### src/rtl/tanh_cordic_pkg.sv
`default_nettype none
// ---------------------------------------------------------------------------
// tanh_cordic_pkg : shared widths, CORDIC tables and FSM encoding for tanh_cordic
// Rev 1.0
// ---------------------------------------------------------------------------
package tanh_cordic_pkg;

  localparam int W_IO      = 9;
  localparam int W_DP      = 20;
  localparam int XY_FRAC   = 15;
  localparam int ANG_SCALE = 402;
  localparam int ROT_STEPS = 16;
  localparam int DIV_BITS  = 8;
  localparam int STEP_W    = 4;

  // Q4.16 rotation angles per step; step 0 is atanh(0.75), then atanh(2^-shift)
  localparam int ATANH_TAB [ROT_STEPS] = '{
    63764, 35999, 16739, 8235, 4101, 4101, 2049, 1024,
    512,   256,   128,   64,   32,   16,   8,    8
  };

  // Step 0 uses shift 2 inside the expanded (v - v>>>2) term
  localparam int SHIFT_TAB [ROT_STEPS] = '{
    2, 1, 2, 3, 4, 4, 5, 6, 7, 8, 9, 10, 11, 12, 13, 13
  };

  typedef enum logic [2:0] {
    S_IDLE = 3'd0,
    S_LOAD = 3'd1,
    S_ROT  = 3'd2,
    S_DIV  = 3'd3,
    S_DONE = 3'd4
  } state_t;

endpackage
`default_nettype wire

### src/rtl/tanh_cordic_div.sv
`default_nettype none
// ---------------------------------------------------------------------------
// tanh_cordic_div : restoring divider, one quotient bit per cycle, MSB first
// Rev 1.0
// ---------------------------------------------------------------------------
module tanh_cordic_div #(
  parameter int W  = 20,
  parameter int QW = 8
) (
  input  logic          clk,
  input  logic          rstn,
  input  logic          start_i,
  input  logic [W-1:0]  num_i,
  input  logic [W-1:0]  den_i,
  output logic          done_o,
  output logic [QW-1:0] quo_o
);

  localparam int CW = $clog2(QW + 1);

  logic [W:0]    rem_q, rem_d, rem_src, rem_shl, den_ext;
  logic [W-1:0]  den_q, den_d;
  logic [QW-1:0] quo_q, quo_d;
  logic [CW-1:0] cnt_q, cnt_d;
  logic          run_q, run_d;
  logic          bit_set;

  // The start cycle already resolves the MSB, so the quotient takes exactly QW cycles
  always_comb begin
    rem_src = start_i ? {1'b0, num_i} : rem_q;
    den_ext = start_i ? {1'b0, den_i} : {1'b0, den_q};
    rem_shl = rem_src << 1;
    bit_set = (rem_shl >= den_ext);
    rem_d   = rem_q;
    den_d   = den_q;
    quo_d   = quo_q;
    cnt_d   = cnt_q;
    run_d   = run_q;
    if (start_i) begin
      rem_d = bit_set ? (rem_shl - den_ext) : rem_shl;
      den_d = den_i;
      quo_d = QW'(bit_set);
      cnt_d = CW'(1);
      run_d = 1'b1;
    end else if (run_q) begin
      rem_d = bit_set ? (rem_shl - den_ext) : rem_shl;
      quo_d = {quo_q[QW-2:0], bit_set};
      cnt_d = cnt_q + CW'(1);
      if (cnt_q == CW'(QW - 1)) run_d = 1'b0;
    end
  end

  always_ff @(posedge clk or negedge rstn) begin
    if (!rstn) begin
      rem_q <= '0;
      den_q <= '0;
      quo_q <= '0;
      cnt_q <= '0;
      run_q <= 1'b0;
    end else begin
      rem_q <= rem_d;
      den_q <= den_d;
      quo_q <= quo_d;
      cnt_q <= cnt_d;
      run_q <= run_d;
    end
  end

  // High during the cycle whose closing edge writes the last quotient bit
  assign done_o = run_q && (cnt_q == CW'(QW - 1));
  assign quo_o  = quo_q;

endmodule
`default_nettype wire

### src/rtl/tanh_cordic.sv
`default_nettype none
// ---------------------------------------------------------------------------
// tanh_cordic : hyperbolic CORDIC rotation followed by y/x division -> tanh(a)
// Rev 1.0
// ---------------------------------------------------------------------------
module tanh_cordic
  import tanh_cordic_pkg::*;
#(
  parameter int W_IO = tanh_cordic_pkg::W_IO,
  parameter int W_DP = tanh_cordic_pkg::W_DP
) (
  input  logic                   clk,
  input  logic                   rstn,
  input  logic                   trig,
  input  logic signed [W_IO-1:0] a,
  output logic                   busy,
  output logic                   vld,
  output logic signed [W_IO-1:0] tanha_latch
);

  localparam logic signed [W_DP-1:0] X_ONE   = W_DP'(1) << XY_FRAC;
  localparam logic signed [W_DP-1:0] ANG_MUL = W_DP'(ANG_SCALE);

  state_t                   state_q, state_d;
  logic [STEP_W-1:0]        step_q, step_d;
  logic signed [W_DP-1:0]   x_q, x_d, y_q, y_d, z_q, z_d;
  logic signed [W_IO-1:0]   a_q, a_d, latch_q, latch_d;
  logic                     div_start_q, div_start_d, vld_q, vld_d;

  logic [STEP_W-1:0]        shift;
  logic signed [W_DP-1:0]   x_sh, y_sh, dx, dy, ang, a_ext, z_load;
  logic signed [W_DP-1:0]   x_rot, y_rot, z_rot;
  logic [W_DP-1:0]          y_abs;
  logic [DIV_BITS-1:0]      quo;
  logic [W_IO-1:0]          quo_ext;
  logic                     div_done;

  assign a_ext   = {{(W_DP-W_IO){a_q[W_IO-1]}}, a_q};
  assign z_load  = a_ext * ANG_MUL;
  assign y_abs   = y_q[W_DP-1] ? -y_q : y_q;
  assign quo_ext = W_IO'(quo);

  // One rotation; x and y both use the pre-step values, sigma = +1 when z >= 0
  always_comb begin
    shift = STEP_W'(SHIFT_TAB[step_q]);
    ang   = W_DP'(ATANH_TAB[step_q]);
    x_sh  = x_q >>> shift;
    y_sh  = y_q >>> shift;
    if (step_q == '0) begin
      dx = y_q - y_sh;
      dy = x_q - x_sh;
    end else begin
      dx = y_sh;
      dy = x_sh;
    end
    if (!z_q[W_DP-1]) begin
      x_rot = x_q + dx;
      y_rot = y_q + dy;
      z_rot = z_q - ang;
    end else begin
      x_rot = x_q - dx;
      y_rot = y_q - dy;
      z_rot = z_q + ang;
    end
  end

  always_comb begin
    state_d     = state_q;
    step_d      = step_q;
    x_d         = x_q;
    y_d         = y_q;
    z_d         = z_q;
    a_d         = a_q;
    latch_d     = latch_q;
    div_start_d = 1'b0;
    vld_d       = 1'b0;
    case (state_q)
      S_IDLE: begin
        if (trig) begin
          a_d     = a;
          state_d = S_LOAD;
        end
      end
      S_LOAD: begin
        x_d     = X_ONE;
        y_d     = '0;
        z_d     = z_load;
        step_d  = '0;
        state_d = S_ROT;
      end
      S_ROT: begin
        x_d    = x_rot;
        y_d    = y_rot;
        z_d    = z_rot;
        step_d = step_q + STEP_W'(1);
        if (step_q == STEP_W'(ROT_STEPS - 1)) begin
          step_d      = '0;
          div_start_d = 1'b1;
          state_d     = S_DIV;
        end
      end
      S_DIV: begin
        if (div_done) state_d = S_DONE;
      end
      S_DONE: begin
        latch_d = y_q[W_DP-1] ? -quo_ext : quo_ext;
        vld_d   = 1'b1;
        state_d = S_IDLE;
      end
      default: state_d = S_IDLE;
    endcase
  end

  always_ff @(posedge clk or negedge rstn) begin
    if (!rstn) begin
      state_q     <= S_IDLE;
      step_q      <= '0;
      x_q         <= '0;
      y_q         <= '0;
      z_q         <= '0;
      a_q         <= '0;
      latch_q     <= '0;
      div_start_q <= 1'b0;
      vld_q       <= 1'b0;
    end else begin
      state_q     <= state_d;
      step_q      <= step_d;
      x_q         <= x_d;
      y_q         <= y_d;
      z_q         <= z_d;
      a_q         <= a_d;
      latch_q     <= latch_d;
      div_start_q <= div_start_d;
      vld_q       <= vld_d;
    end
  end

  // x is always positive after rotation, so it feeds the divisor directly
  tanh_cordic_div #(
    .W  (W_DP),
    .QW (DIV_BITS)
  ) u_div (
    .clk     (clk),
    .rstn    (rstn),
    .start_i (div_start_q),
    .num_i   (y_abs),
    .den_i   (x_q),
    .done_o  (div_done),
    .quo_o   (quo)
  );

  assign busy        = (state_q != S_IDLE);
  assign vld         = vld_q;
  assign tanha_latch = latch_q;

endmodule
`default_nettype wire

### config.mk
export PLATFORM = sky130hd
export DESIGN_NAME = tanh_cordic
export DESIGN_NICKNAME = d
export VERILOG_FILES = /design/src/rtl/tanh_cordic_pkg.sv /design/src/rtl/tanh_cordic_div.sv /design/src/rtl/tanh_cordic.sv
export SDC_FILE = /design/constraint.sdc
export NUM_CORES = 1
export LEC_CHECK = 0
export CAP_MARGIN = 20
export CORE_MARGIN = 5
export CORE_UTILIZATION = 40
export DETAILED_ROUTE_END_ITERATION = 16
export MAX_ROUTING_LAYER = met4
export PLACE_DENSITY_LB_ADDON = 0.25
export SYNTH_ARGS = -nofsm -noshare
export SYNTH_HDL_FRONTEND = slang
export SYNTH_HIERARCHICAL = 1
export SYNTH_SLANG_ARGS = --single-unit
### constraint.sdc
create_clock -name clk -period 20.6 [get_ports clk]
set_input_delay 4.12 -clock clk [delete_from_list [all_inputs] [get_ports clk]]
set_output_delay 4.12 -clock clk [all_outputs]
set_load 0.03 [all_outputs]
==> results.ini <==
[yosys]
synth_edf_count=0
yosys_warnings=6
synthMostInstantiatedCell=nand2_1
synthFlopType=dfrtp_1
synth_largest_area_cell=dfrtp_1
synth_cell_types=99
yosysSeqAreaShare=0.213
synthTopCellsByArea=dfrtp_1 21%, ha_1 13%, mux2i_1 6.6%, xnor2_1 5.4%, a21oi_1 5.2%
synth_async_sr_flop_share=1.00
synth_seq_cells=140
avgSynthCellArea_um2=8.08
synth_top_area_share=0.213
synth_fp_nets=2235
mappedNetlistArea_um2=16500
yosys-top-cells-count=212 x nand2_1, 170 x a21oi_1, 165 x ha_1, 165 x nor2_1, 140 x dfrtp_1
syn-instance-count=2040

[die]
die_h_um=213
die_w_um=213
fp-row-count=74
coreArea_um2=40800
floorplan.initialDensity=0.404
ios=23
fp.dieArea_um2=45400

[routing]
postRouteAntennaNets=0
drt_iter0_markers=1169
drcViolationCount=0
num_vias=14954
finalWirelength_mm=47.4
wl_per_cell_um=18.6
drt-pass1-iter-count=5
vias_per_cell=5.86

[outcome]
outcome=complete, no violations

[critical_path]
worstPathMaxFanout=20
crit_required_ps=20940
worst_setup_path_start_kind=flip-flop
crit_path_end_kind=flip-flop
path_class=reg -> reg
crit_path_max_incr_delay_ps=720
crit_top_cell=xnor2_1
slowest_stage=nor2_2
arrival_ps=9920

[clock_network]
cts.sinks=140
clk_latency_ps=450
cts_root_buffer=clkbuf_16
holdBufCountCts=0
cts_setup_buffers=0
clockBufferDepth=2
cts_buffers=17
clkTransAtPathRegs_ps=70
tritoncts=done
ctsHtreeMaxLevel=4
ctsResizeCount=0

[timing]
slew_violations=0
min_period_ps=9580
setup_tns_ps=0
finalHoldViolations=0
rsz0062_at_grt=false
slew_headroom=0.238
layout_worst_path_cycle_share=0.465
whs_ps=489
setup_viol=0
max_freq_mhz=104
fin_skew_ps=15.7
worst_pin_slew_ps=1140
setup_ws_ps=11030

[finish]
area_growth_pct=7.44
fillers=4045
multi_input_area_um2=12100
ff_latch_area_um2=3510
drive_gt1_frac=0.0763
fin_util=0.434
diodes=0
num-nets-final=2201

[grt]
grt_pass1_wl_mm=78.1
grt_pass1_vias=14943
grt_usage=0.218
grt_start_max_net_pins=75
antenna_found_initial=0
overflow=0

[job]
max_cap_violations=0

[worst_hold_path]
hold_class=reg -> reg

[place]
gp_congestion=0.919
portBuffers=22
pre_cts_slack_ps=11340
dp_hpwl_mm=35.1

==> cells in the final DEF (no fill, tap or decap), types with 13 or more instances in the layout <==
master           count
nand2_1            212
a21oi_1            168
ha_1               165
nor2_1             164
dfrtp_1            138
o21ai_0            119
inv_1              118
mux2i_1            109
xnor2_1            102
xor2_1              70
nand3_1             45
mux2_2              37
a21o_1              36
nor3_1              36
a31oi_1             30
o31ai_1             26
buf_4               26
o21bai_1            22
clkdlybuf4s50_1     21
and3_1              20
nand2b_1            20
nor2b_1             19
o22ai_1             18
o21a_1              18
fa_1                18
clkbuf_16           17
a211oi_1            16
a21boi_0            15
o211ai_1            13
or3_1               13
==> worst max-delay path, delay by kind of cell (launching register included) <==
kind                       cells  cell delay, ps
AOI/OAI and AO/OA             11            3000
DFF                            1             640
buffers and inverters          2             650
adders and majority gates      3             880
and+or+nand+nor               12            3300
xor gates and xnor gates       6             980
==> worst paths after layout <==
path                                     start              to  slack (ps)  depth (start not counted)
worst min register to register  u_div/rem_q[0]  u_div/rem_q[0]         490                          2
worst min-delay path            u_div/rem_q[0]  u_div/rem_q[0]         490                          2
worst max register to register       step_q[1]         y_q[19]       11030                         34
min in group asynchronous                 rstn          a_q[3]        3710                          1
max in group asynchronous                 rstn         x_q[13]       15500                          2
worst max-delay path                 step_q[1]         y_q[19]       11030                         34
==> state kept, by name, indices dropped and copies added, names as in the netlist <==
name         flops
u_div/quo_o      8
u_div/rem_q     20
x_q             20
step_q           4
u_div/den_q     20
div_start_q      1
u_div/cnt_q      4
state_q          3
a_q              9
y_q             20
z_q             20
tanha_latch      9
vld              1
u_div/run_q      1
==> cell type report <==
type | count | share of cell area
Clock buffer | 19 | 0.0256
Clock inverter | 13 | 0.00735
Sequential cell | 140 | 0.198
Inverter | 121 | 0.0257
Multi-Input combinational cell | 1678 | 0.682
Tap cell | 532 | 0.0376
Timing Repair Buffer | 48 | 0.0235
==> through the flow <==
step / cells / instance area [um^2]
6_report: 2551 / 17700
3_3_place_gp: 2519 / 17100
2_1_floorplan: 2040 / 16500
4_1_cts: 2551 / 17700
5_1_grt: 2551 / 17700
3_5_place_dp: 2519 / 17100
==> routing by layer <==
metal	up-vias	wire, um	track usage
met1	7304	21900	0.290
met4	0	765	0.0516
met2	359	22300	0.354
met5	-	0	-
met3	61	2530	0.0325
li1	7230	-	-
==> logic make-up (layout without fill, tap and decap cells) <==
| family | count (synthesis) | count (layout) | synth area share |
|---|---|---|---|
| AOI/OAI and AO/OA | 578 | 578 | 0.227 |
| xor gates and xnor gates | 173 | 173 | 0.0928 |
| adders and majority gates | 187 | 187 | 0.150 |
| buffers and inverters | 222 | 201 | 0.0560 |
| DFF | 140 | 140 | 0.213 |
| muxes | 152 | 152 | 0.0988 |
| and+or+nand+nor | 588 | 588 | 0.163 |
Power is left out: the tool's default activity adds up to more than one toggle a clock period on the data nets, which glitch-free logic cannot reach.
